<file path="src/rtl/cpu_pkg.sv">
// Shared encodings, FSM state type and sizing helper for the memory stage.
package cpu_pkg;

  // Load kinds carried on exe_ld_op; other codes are illegal.
  localparam logic [2:0] LD_LB  = 3'd0;
  localparam logic [2:0] LD_LBU = 3'd1;
  localparam logic [2:0] LD_LH  = 3'd2;
  localparam logic [2:0] LD_LHU = 3'd3;
  localparam logic [2:0] LD_LW  = 3'd4;
  localparam logic [2:0] LD_LWU = 3'd5;
  localparam logic [2:0] LD_LD  = 3'd6;

  typedef enum logic [1:0] {
    ST_EMPTY = 2'd0,
    ST_WAIT  = 2'd1,
    ST_DONE  = 2'd2
  } mem_state_e;

  // Bits needed to count 0..max_outst discarded responses.
  function automatic int discard_cnt_width(input int max_outst);
    return $clog2(max_outst + 1);
  endfunction

endpackage

</file>
<file path="src/rtl/load_align.sv">
// Picks the addressed byte/half/word/dword out of a memory word and extends it.
module load_align
  import cpu_pkg::*;
#(
  parameter int XLEN  = 32,
  parameter int OFF_W = $clog2(XLEN / 8)
) (
  input  logic [2:0]       ld_op,
  input  logic [OFF_W-1:0] offset,
  input  logic [XLEN-1:0]  rdata,
  output logic [XLEN-1:0]  data
);

  logic [XLEN-1:0] shifted;

  assign shifted = rdata >> {offset, 3'b000};

  // Size casts of signed operands sign-extend; unsigned ones zero-extend.
  // With XLEN=32 LWU collapses to a plain word and LD to the full word.
  always_comb begin
    data = '0;
    case (ld_op)
      LD_LB:   data = XLEN'($signed(shifted[7:0]));
      LD_LBU:  data = XLEN'(shifted[7:0]);
      LD_LH:   data = XLEN'($signed(shifted[15:0]));
      LD_LHU:  data = XLEN'(shifted[15:0]);
      LD_LW:   data = XLEN'($signed(shifted[31:0]));
      LD_LWU:  data = XLEN'(shifted[31:0]);
      LD_LD:   data = shifted;
      default: data = '0;
    endcase
  end

endmodule

</file>
<file path="src/rtl/mem_stage_lsu.sv">
// Memory pipeline stage: holds one instruction, waits for load data, hands off to WB.
//
// state    | meaning
// ---------+----------------------------------------------------
// ST_EMPTY | no instruction held
// ST_WAIT  | load issued, waiting for its data_ok
// ST_DONE  | result in the result register, offered to WB
//
// Responses for loads flushed while in ST_WAIT still arrive later; the
// discard counter tracks how many must be swallowed before a data_ok
// belongs to the current entry again.
module mem_stage_lsu
  import cpu_pkg::*;
#(
  parameter int XLEN      = 32,
  parameter int PC_W      = 32,
  parameter int DEST_W    = 5,
  parameter int MAX_OUTST = 2
) (
  input  logic              clk,
  input  logic              reset,
  input  logic              exe_valid,
  output logic              mem_allow_in,
  input  logic [PC_W-1:0]   exe_pc,
  input  logic [XLEN-1:0]   exe_alu_result,
  input  logic [2:0]        exe_ld_op,
  input  logic              exe_res_from_mem,
  input  logic              exe_req_sent,
  input  logic              exe_gr_we,
  input  logic [DEST_W-1:0] exe_dest,
  input  logic              data_ok,
  input  logic [XLEN-1:0]   rdata,
  input  logic              flush,
  output logic              wb_valid,
  input  logic              wb_allow_in,
  output logic [PC_W-1:0]   wb_pc,
  output logic [XLEN-1:0]   wb_result,
  output logic              wb_gr_we,
  output logic [DEST_W-1:0] wb_dest,
  output logic              fwd_we,
  output logic [DEST_W-1:0] fwd_dest,
  output logic [XLEN-1:0]   fwd_data,
  output logic              fwd_pending
);

  localparam int OFF_W = $clog2(XLEN / 8);
  localparam int CNT_W = discard_cnt_width(MAX_OUTST);
  localparam logic [CNT_W-1:0] CNT_MAX = CNT_W'(MAX_OUTST);

  mem_state_e        state, state_nxt;
  logic [CNT_W-1:0]  cnt, cnt_nxt;
  logic [PC_W-1:0]   pc_reg;
  logic [XLEN-1:0]   result_reg;
  logic [2:0]        ld_op_reg;
  logic              gr_we_reg;
  logic [DEST_W-1:0] dest_reg;
  logic [XLEN-1:0]   load_data;
  logic              accept, own_resp, drop, lost;

  // While waiting, result_reg still holds the load address, so its low bits
  // select the lane when the data arrives.
  load_align #(.XLEN(XLEN), .OFF_W(OFF_W)) u_load_align (
    .ld_op  (ld_op_reg),
    .offset (result_reg[OFF_W-1:0]),
    .rdata  (rdata),
    .data   (load_data)
  );

  assign own_resp = (state == ST_WAIT) && data_ok && (cnt == '0);
  assign drop     = data_ok && (cnt != '0);
  // A flush in WAIT abandons a response still in flight, unless it lands now.
  assign lost     = flush && (state == ST_WAIT) && !own_resp;
  assign accept   = exe_valid && mem_allow_in && !flush;

  // State register.
  always_ff @(posedge clk or posedge reset) begin
    if (reset) state <= ST_EMPTY;
    else       state <= state_nxt;
  end

  // Next state, discard-counter update and stage outputs.
  // The counter limit wins over flush so the counter can never overflow.
  always_comb begin
    state_nxt    = state;
    cnt_nxt      = cnt;
    mem_allow_in = 1'b0;
    wb_valid     = 1'b0;
    fwd_we       = 1'b0;
    fwd_pending  = 1'b0;
    fwd_data     = result_reg;

    if (cnt != CNT_MAX)
      mem_allow_in = flush || (state == ST_EMPTY) || ((state == ST_DONE) && wb_allow_in);

    if (flush)       state_nxt = ST_EMPTY;
    else if (accept) state_nxt = (exe_res_from_mem && exe_req_sent) ? ST_WAIT : ST_DONE;
    else begin
      case (state)
        ST_WAIT: if (own_resp)    state_nxt = ST_DONE;
        ST_DONE: if (wb_allow_in) state_nxt = ST_EMPTY;
        default: state_nxt = state;
      endcase
    end

    if (drop && !lost)      cnt_nxt = cnt - CNT_W'(1);
    else if (lost && !drop) cnt_nxt = cnt + CNT_W'(1);

    wb_valid = (state == ST_DONE);
    fwd_we   = (state != ST_EMPTY) && gr_we_reg;
    if (state == ST_WAIT) begin
      fwd_pending = 1'b1;
      fwd_data    = '0;
    end
  end

  // Discard counter.
  always_ff @(posedge clk or posedge reset) begin
    if (reset) cnt <= '0;
    else       cnt <= cnt_nxt;
  end

  // Payload: latch EXE fields on accept, overwrite the result with load data.
  always_ff @(posedge clk or posedge reset) begin
    if (reset) begin
      pc_reg     <= '0;
      result_reg <= '0;
      ld_op_reg  <= '0;
      gr_we_reg  <= 1'b0;
      dest_reg   <= '0;
    end else if (accept) begin
      pc_reg     <= exe_pc;
      result_reg <= exe_alu_result;
      ld_op_reg  <= exe_ld_op;
      gr_we_reg  <= exe_gr_we;
      dest_reg   <= exe_dest;
    end else if (own_resp && !flush) begin
      result_reg <= load_data;
    end
  end

  assign wb_pc     = pc_reg;
  assign wb_result = result_reg;
  assign wb_gr_we  = gr_we_reg;
  assign wb_dest   = dest_reg;
  assign fwd_dest  = dest_reg;

endmodule
</file>
<file path="config.mk">
export PLATFORM = sky130hd
export DESIGN_NAME = mem_stage_lsu
export DESIGN_NICKNAME = d
export VERILOG_FILES = /design/src/rtl/cpu_pkg.sv /design/src/rtl/load_align.sv /design/src/rtl/mem_stage_lsu.sv
export SDC_FILE = /design/constraint.sdc
export NUM_CORES = 1
export LEC_CHECK = 0
export CAP_MARGIN = 20
export CORE_ASPECT_RATIO = 1.2
export CORE_MARGIN = 3
export CORE_UTILIZATION = 36
export DETAILED_ROUTE_END_ITERATION = 6
export PLACE_DENSITY_LB_ADDON = 0.3
export SYNTH_ARGS = -nofsm -noshare
export SYNTH_HDL_FRONTEND = slang
export SYNTH_SLANG_ARGS = --single-unit
export TNS_END_PERCENT = 10
</file>
<file path="constraint.sdc">
create_clock -name clk -period 2.03 [get_ports clk]
set_input_delay 0.203 -clock clk [delete_from_list [all_inputs] [get_ports clk]]
set_output_delay 0.203 -clock clk [all_outputs]
set_load 0.02 [all_outputs]
</file>
### Yosys cells after proc, flatten, opt, wreduce, memory -nomap -nowiden

Cells that the tools add are included.

| word-level totals | value |
|---|---|
| bits in registers | 77 |
| word-level logic and storage cells | 64 |
| input bits | 113 |
| output and inout bits | 111 |

| cells by class | value |
|---|---|
| reduce and logical (&&, ||, !) cells | 29 |
| equality and inequality tests | 11 |
| add/subtract/negate cells | 2 |
| shift operators | 1 |
| mux-type cells | 14 |

Operators by type and width:

| kind | number |
|---|---|
| 32-bit one-hot mux with 5 select lines | 1 |
| 32-bit 2-to-1 mux | 3 |
| 32-bit by 5-bit right shift with 32-bit output | 1 |
| 2-bit 2-to-1 mux | 7 |
| 1-bit logical AND | 13 |
| 3-bit == test, second input constant | 3 |
| 2-bit nonzero test | 4 |
| 3-bit by 2-bit == test with 1-bit output, second input constant | 2 |
| 1-bit zero test | 4 |
| 2-bit zero test | 2 |
| 4-bit by 2-bit inequality test with 1-bit output, second input constant | 1 |
| 4-bit inequality test, second input constant | 1 |
| 2-bit one-hot mux with 2 select lines | 1 |
| 4-bit nonzero test | 1 |
| 3-bit by 1-bit == test with 1-bit output, second input constant | 1 |
| 3-bit zero test | 1 |
| 3-bit AND reduction | 1 |
| 3-bit OR reduction | 1 |
| 2-bit by 1-bit adder with 2-bit output, second input constant | 1 |
| 2-bit by 1-bit == test with 1-bit output, second input constant | 1 |
| 2-bit == test, second input constant | 1 |
| 1-bit logical OR | 2 |
| 1-bit 2-to-1 mux | 2 |
| 2-bit inequality test, second input constant | 1 |
| 2-bit by 1-bit subtractor with 2-bit output, second input constant | 1 |

### Depth between registers and ports, before layout

Gate-level depths: netlist (run 1).

| depth | value |
|---|---|
| depth in word-level cells | 8 |
| gate-level depth with buffers | 8 |
| gate-level depth less buffers | 7 |

### Cells and area by module

A second synthesis (run 1) with hierarchy kept.

| unflattened totals | value |
|---|---|
| cells, all modules | 407 |
| area, all modules | 4221.5 um^2 |

By module, submodules not included:

| module | cells each | seq. area each (um^2) | area each (um^2) | instances |
|---|---|---|---|---|
| mem_stage_lsu | 301 | 1926.8 | 3440.8 | 1 |
| load_align | 106 | 0.0 | 780.7 | 1 |

### Least setup slack after synthesis (run 1)

Ideal clock, no wire load.

| timing | value |
|---|---|
| kind | reg2reg |
| start point | reg cnt[1] |
| end point | reg result_reg[16], in the netlist wb_result[16] |
| setup time | 77 ps |
| stages on the path, launching flop included | 8 |
| path slack | 108 ps |
| arrival | 1845 ps |
| data required time | 1953 ps |
| clock period less this slack | 1922 ps |
| cells stage by stage | dfrtp_1 nor2b_1 nor3_1 and2_1 buf_2 buf_2 a21oi_1 a21oi_1 |

| between the ends | value |
|---|---|
| cells in the longest elaborated chain, start to end | 5 |
| elaborated cells between the ends (all ways) | 9 |

Ends and longest elaborated chain:

| element | RTL line | source |
|---|---|---|
| from (decl) | mem_stage_lsu.sv:51 | `logic [CNT_W-1:0] cnt, cnt_nxt;` |
| from (signal assigned) | mem_stage_lsu.sv:119 | `else cnt <= cnt_nxt;` |
| 2-bit inequality test * | mem_stage_lsu.sv:92 | `if (cnt != CNT_MAX)` |
| 1-bit 2-to-1 mux * | mem_stage_lsu.sv:92 |  |
| named net mem_allow_in | mem_stage_lsu.sv:23 | `output logic mem_allow_in,` |
| 1-bit logical AND * (2 in a row) | mem_stage_lsu.sv:73 | `assign accept = exe_valid && mem_allow_in && !flush;` |
| 32-bit 2-to-1 mux or 2-bit nonzero test (tied branches) | - |  |
| to (signal assigned) | mem_stage_lsu.sv:132 | `result_reg <= exe_alu_result;` |
| to (signal assigned) | mem_stage_lsu.sv:137 | `result_reg <= load_data;` |
| to (decl) | mem_stage_lsu.sv:53 | `logic [XLEN-1:0] result_reg;` |

The timed path passes the listed nets; every way through them passes the cells marked *.
A chain may end at the register's enable or synchronous reset.

### Worst setup path in the final report (run 1)

| timing | value |
|---|---|
| start point | reg state[1] |
| end point | reg result_reg[14], in the netlist wb_result[14] |

| between the ends | value |
|---|---|
| cells in the longest elaborated chain, start to end | 7 |
| elaborated cells between the ends (all ways) | 14 |

Ends and longest elaborated chain:

| element | RTL line | source |
|---|---|---|
| from (decl) | mem_stage_lsu.sv:50 | `mem_state_e state, state_nxt;` |
| from (signal assigned) | mem_stage_lsu.sv:78 | `else state <= state_nxt;` |
| 2-bit == test or 2-bit zero test (tied branches) | mem_stage_lsu.sv:93 | `mem_allow_in = flush \|\| (state == ST_EMPTY) \|\| ((state == ST_DONE) && wb_allow_in);` |
| 1-bit logical AND or 1-bit logical OR (tied branches) | mem_stage_lsu.sv:93 |  |
| 1-bit logical OR | mem_stage_lsu.sv:93 |  |
| 1-bit 2-to-1 mux | mem_stage_lsu.sv:92 |  |
| 1-bit logical AND (2 in a row) | mem_stage_lsu.sv:73 |  |
| 32-bit 2-to-1 mux or 2-bit nonzero test (tied branches) | - |  |

Several ways; a longest one is shown, not always the timed one.

==> results of run 1 <==
-- placed cells by master, fill, tap and decap left out, types with 2 or more instances in the layout --
master           count
clkdlybuf4s50_1    190
dfrtp_1             75
mux2_2              43
a21oi_1             34
and2_1              33
nor2_1              32
dlygate4sd2_1       31
o21ai_1             23
nand2_1             21
buf_4               20
o21ai_0             18
mux2i_1             16
a22oi_1             15
nor2b_1             14
clkbuf_16            9
o21a_1               8
a211o_1              7
a32oi_1              7
buf_12               6
bufinv_16            4
nand3_1              3
nor2b_2              2
nand2b_1             2
nor4_4               2
xnor2_1              2
nor3_1               2
xor2_1               2
nand3b_1             2
dlymetal6s2s_1       2
dfrtp_2              2
-- report_power, final --
part	internal, mW	leakage, nW	switching (mW)
Combinational	3.40	1.85	3.46
Clock	1.35	0.176	0.605
Sequential	2.31	0.904	0.644
Total	7.06	2.93	4.71
-- cells in the mapped netlist, drive strengths merged (12+ instances only) --
master,instances
dfrtp,77
mux2,43
o21ai,41
a21oi,34
and2,33
nor2,32
buf,23
nand2,21
mux2i,16
nor2b,16
a22oi,15
clkbuf,12
-- worst paths after layout --
path	startpoint	to	slack [ns]	depth (start not counted)
min in group clk	exe_pc[17]	wb_pc[17]	0.48	2
min reg2reg	cnt[1]	cnt[1]	0.50	1
max in group asynchronous	reset	wb_result[1]	1.35	3
max reg2reg	state[1]	wb_result[14]	0.09	6
min	reset	wb_pc[24]	0.36	3
max	state[1]	wb_result[14]	0.09	6
-- critical path, stage by stage (launching register included) --
cell     delay (ns)
dfrtp_1        0.42
nor2b_2        0.19
or4b_4         0.54
a21o_1         0.20
buf_12         0.17
a22oi_1        0.16
o21ai_1        0.10
-- per-stage QoR --
stage          utilization  cells  power, mW  worst slack [ns]  TNS (ns)
2_1_floorplan            -    413       6.76             0.108         0
3_3_place_gp         0.597    780       9.85           -0.0814     -1.49
3_5_place_dp         0.597    780       10.0            -0.119     -3.28
4_1_cts              0.628    795       11.8            0.0103         0
5_1_grt              0.632    798       12.5          -0.00143  -0.00282
6_report             0.632    798       11.8            0.0932         0
-- routing by layer --
layer | routed length (um) | vias to the layer above | part of all wire | global-route usage
met5 | 13 | - | 0.00091 | 0
met4 | 297 | 2 | 0.021 | 0.0773
li1 | - | 1910 | - | -
met1 | 5450 | 1928 | 0.38 | 0.245
met3 | 1580 | 23 | 0.11 | 0.0954
met2 | 6880 | 204 | 0.48 | 0.376
-- cells by family (layout without fill, tap and decap cells) --
group	Yosys count	count (layout)	share of synthesized area
AO/OA/AOI/OAI	118	118	0.174
AND/OR/NAND/NOR	116	116	0.148
flip-flops	77	77	0.460
multiplexers	60	60	0.159
buffers and inverters	37	268	0.0478
XOR/XNOR	4	4	0.00837
adder cells (fa/ha/maj)	1	1	0.00299
-- layout make-up --
class,count,area [um2]
clock inverters,4,120
well taps,154,193
multi-input cells,299,2090
flip-flops and latches,77,1930
fillers,956,4110
clock buffers,11,243
repair buffers,251,2490
inverters,2,11.3
-- what timing repair did --
item                       CTS  global route
pin swaps                    0             1
resized for setup           36             5
setup endpoints to repair   33            15
buffers inserted             0             3
==> flow_metrics.tcl, run 1 <==
set metrics [dict create \
    num_antenna_cells 0 \
    period_minus_slack_ns 1.94 \
    finalNetCount 754 \
    vias 4067 \
    rsz0062_at_grt "yes" \
    cts_made_buffers 9 \
    clockRootBuffer "clkbuf_16" \
    die_x_um 104 \
    rows 42 \
    io_pins 224 \
    final_area_mm2 0.00708 \
    max_slew_margin 0.597 \
    synthToLayoutAreaGrowth_pct 69.0 \
    core-area_mm2 0.0112 \
    holdBufCountCts 0 \
    dr.pass1.iters 4 \
    tightest_slew_ns 0.603 \
    yosysTopAreaCellShare 0.460 \
    path_class "reg -> reg" \
    synth.area.top_cells "dfrtp_1 (46%), mux2_2 (12%), and2_1 (4.9%), a21oi_1 (4.1%), mux2i_1 (3.8%)" \
    routed_wl_um 14200 \
    hold_viol_final 0 \
    clkTransAtPathRegs_ns 0.06 \
    cp_data_arrival_time_ns 2.14 \
    crit_path_end_kind "register" \
    grt_use_total 0.219 \
    initial_core_util 0.374 \
    netlist_instances 413 \
    clkLatencyLatePin_ns 0.33 \
    hpwl_um 10900 \
    cts_sinks 77 \
    drc 0 \
    max_freq_ghz 0.516 \
    pwr_density_cell_mw_per_mm2 1660 \
    syn_avg_cell_area_um2 10.1 \
    syn_area_mm2 0.00419 \
    synth_edf_count 0 \
    grt_pass1_vias 4314 \
    setup_viol 0 \
    ir_worst_vdd_mv 1.01 \
    outcome "complete, no violations" \
    min_path_type "in -> async" \
    finClkSkew_ns 0.00654 \
    leakage_nw 2.93 \
    grt_overflow 0 \
    place_area_mm2 0.00669 \
    ant_nets 0 \
    ys.flop_type "dfrtp_1" \
    syn-num-nets 527 \
    start_kind "register" \
    fp.dieArea_mm2 0.0130 \
    grt_pass1_wl_um 22600 \
    drive_gt1_frac 0.152 \
    drv_slew 0 \
    die_h_um 124 \
    grt_max_degree 78 \
    drv_cap 0 \
    synth.largest_area_cell "dfrtp_1" \
    routed_via_density 5.10 \
    synth.distinct_cells 37 \
    htreeDepth 3 \
    timing.hold.ws_ns 0.362 \
    fin_crit_sh 0.954 \
    cts_buffer_depth 2 \
    port_buffers 223 \
    synth_seq_area_share 0.460 \
    wl_per_cell_um 17.8 \
    ys_seq_elements 77 \
    drt_iter0_markers 118 \
    async_reset_ff_frac 1.00 \
    cts_tree "yes" \
    antenna_found_initial 1 \
    required_ns 2.23 \
    ys_warn_count 0 \
    place.gp.congestion 0.890 \
    crit_path_max_fanout 37 \
]
Note: power is estimated with default switching activity, not from simulation.
==> inputs of run 2 (changes only) <==
CORE_MARGIN = not set   (was 3)
==> flow_metrics.tcl, run 2 (synthesized netlist as in run 1, its figures left out) <==
set metrics [dict create \
    switching_share 0.411 \
    grt_overflow 0 \
    fill_cells 946 \
    core-area_mm2 0.0112 \
    hpwl_um 10700 \
    leakage_nw 2.90 \
    pwr-share-clk 0.142 \
    hold_viol_final 0 \
    start_kind "register" \
    cts_made_buffers 9 \
    critical-path-top-delay-family "buffers and inverters" \
    timing.hold.ws_ns 0.372 \
    crit_path_end_kind "output pin" \
    grt_pass1_wl_um 21300 \
    place.gp.congestion 0.860 \
    ant_nets 0 \
    fin_crit_sh 0.964 \
    rows 42 \
    finalNetCount 757 \
    place_area_mm2 0.00670 \
    routed_wl_um 13700 \
    fp.dieArea_mm2 0.0121 \
    die_h_um 120 \
    top_layer_used "met4" \
    wl_per_cell_um 17.1 \
    final_cell_mix "clkdlybuf4s50_1 (190), dfrtp_1 (77), mux2_2 (43)" \
    die_x_um 100 \
    wl_met1_um 5340 \
    antenna_found_initial 0 \
    clkTransAtPathRegs_ns 0.06 \
    finClkSkew_ns 0.00646 \
    pwr_density_cell_mw_per_mm2 1630 \
    power_frac_seq 0.256 \
    drt_iter0_markers 110 \
    cp_data_arrival_time_ns 1.75 \
    ir_worst_vdd_mv 0.857 \
    synthToLayoutAreaGrowth_pct 67.2 \
    layout_commonest_cell "clkdlybuf4s50_1" \
    drc 0 \
    drive_gt1_frac 0.151 \
    rr_startpoint "wb_result[1]" \
    routed_via_density 5.08 \
    p_switching_mw 4.70 \
    grt_use_total 0.230 \
    place_ws_ns -0.0972 \
    port_buffers 223 \
    tightest_slew_ns 0.550 \
    slowest_stage "clkdlybuf4s50_1" \
    crit_buf_inv 3 \
    register_area_mm2 0.00193 \
    route.met2.wl_um 6810 \
    crit_path_cell_trace "buf_4 > nand2b_1 > inv_1 > clkdlybuf4s50_1" \
    p_int_mw 6.73 \
    pwr-share-comb 0.602 \
    max_freq_ghz 0.511 \
    num_antenna_cells 0 \
    period_minus_slack_ns 1.96 \
    io_pins 224 \
    vias 4078 \
    outcome "complete, no violations" \
    multi_input_area_mm2 0.00208 \
    setup_slack_ns 0.0728 \
    path_class "reg -> out" \
    min_path_type "in -> async" \
    cts_sinks 77 \
    drv_slew 0 \
    htreeDepth 3 \
    cts_buffer_depth 2 \
    final_area_mm2 0.00700 \
    setup_viol 0 \
    dr.pass1.iters 4 \
    max_slew_margin 0.631 \
    grt_pass1_vias 4114 \
    crit_path_max_fanout 5 \
    final_core_util 0.626 \
    cts_tree "yes" \
    clockRootBuffer "clkbuf_16" \
    grt_max_degree 40 \
    drv_cap 0 \
    initial_core_util 0.374 \
    holdBufCountCts 0 \
    clkLatencyLatePin_ns 0.33 \
    wl_met3_um 1380 \
    required_ns 1.83 \
    rsz0062_at_grt "no" \
    max_stage_delay_ns 0.62 \
    critPathLaunch "state[1]" \
]
run 2: worst paths after layout:
check,end,slack [ns],cells after the start
worst min register to register,cnt[1],0.50,1
worst max register to register,wb_result[30],0.12,7
max in group asynchronous,wb_result[4],1.26,3
min in group clk,wb_pc[7],0.48,2
worst max-delay path,fwd_pending,0.07,4
worst min-delay path,wb_pc[22],0.37,3
run 2: worst min-delay path: cells and delay by family:
family                 cells  cell delay, ns
buffers and inverters      3            0.94
run 2: layout make-up:
class | instances | area share
Inverter | 2 | 0.00161
Multi-Input combinational cell | 299 | 0.297
Tap cell | 154 | 0.0275
Clock buffer | 13 | 0.0372
Timing Repair Buffer | 254 | 0.355
Sequential cell | 77 | 0.275
Clock inverter | 3 | 0.00625
run 2: metal layers:
metal / vias up / GRT usage
met3: 12 / 0.0909
met4: 0 / 0.0643
met1: 1952 / 0.263
met5: - / 0
li1: 1921 / -
met2: 193 / 0.394
run 2: stage by stage:
stage / setup TNS, ns / power (mW) / cells
after CTS: 0 / 11.4 / 800
after global placement: -1.07 / 9.87 / 784
after global routing: 0 / 12.1 / 802
final: 0 / 11.4 / 802
after detailed placement: -2.89 / 10.0 / 784
after floorplan: 0 / 6.76 / 413
run 2: timing repair:
item | CTS | global route
gates resized for setup | 32 | 2
pin swaps | 0 | 1
setup endpoints to repair | 32 | 20
setup buffers | 0 | 2
run 2: power by group through the flow:
stage,registers (mW),logic [mW],clock network (mW)
detailed placement,2.94,7.07,0
global placement,2.90,6.97,0
global route,3.03,7.35,1.74
finish,2.92,6.88,1.63
CTS,2.93,6.85,1.67
floorplan,3.66,3.09,0
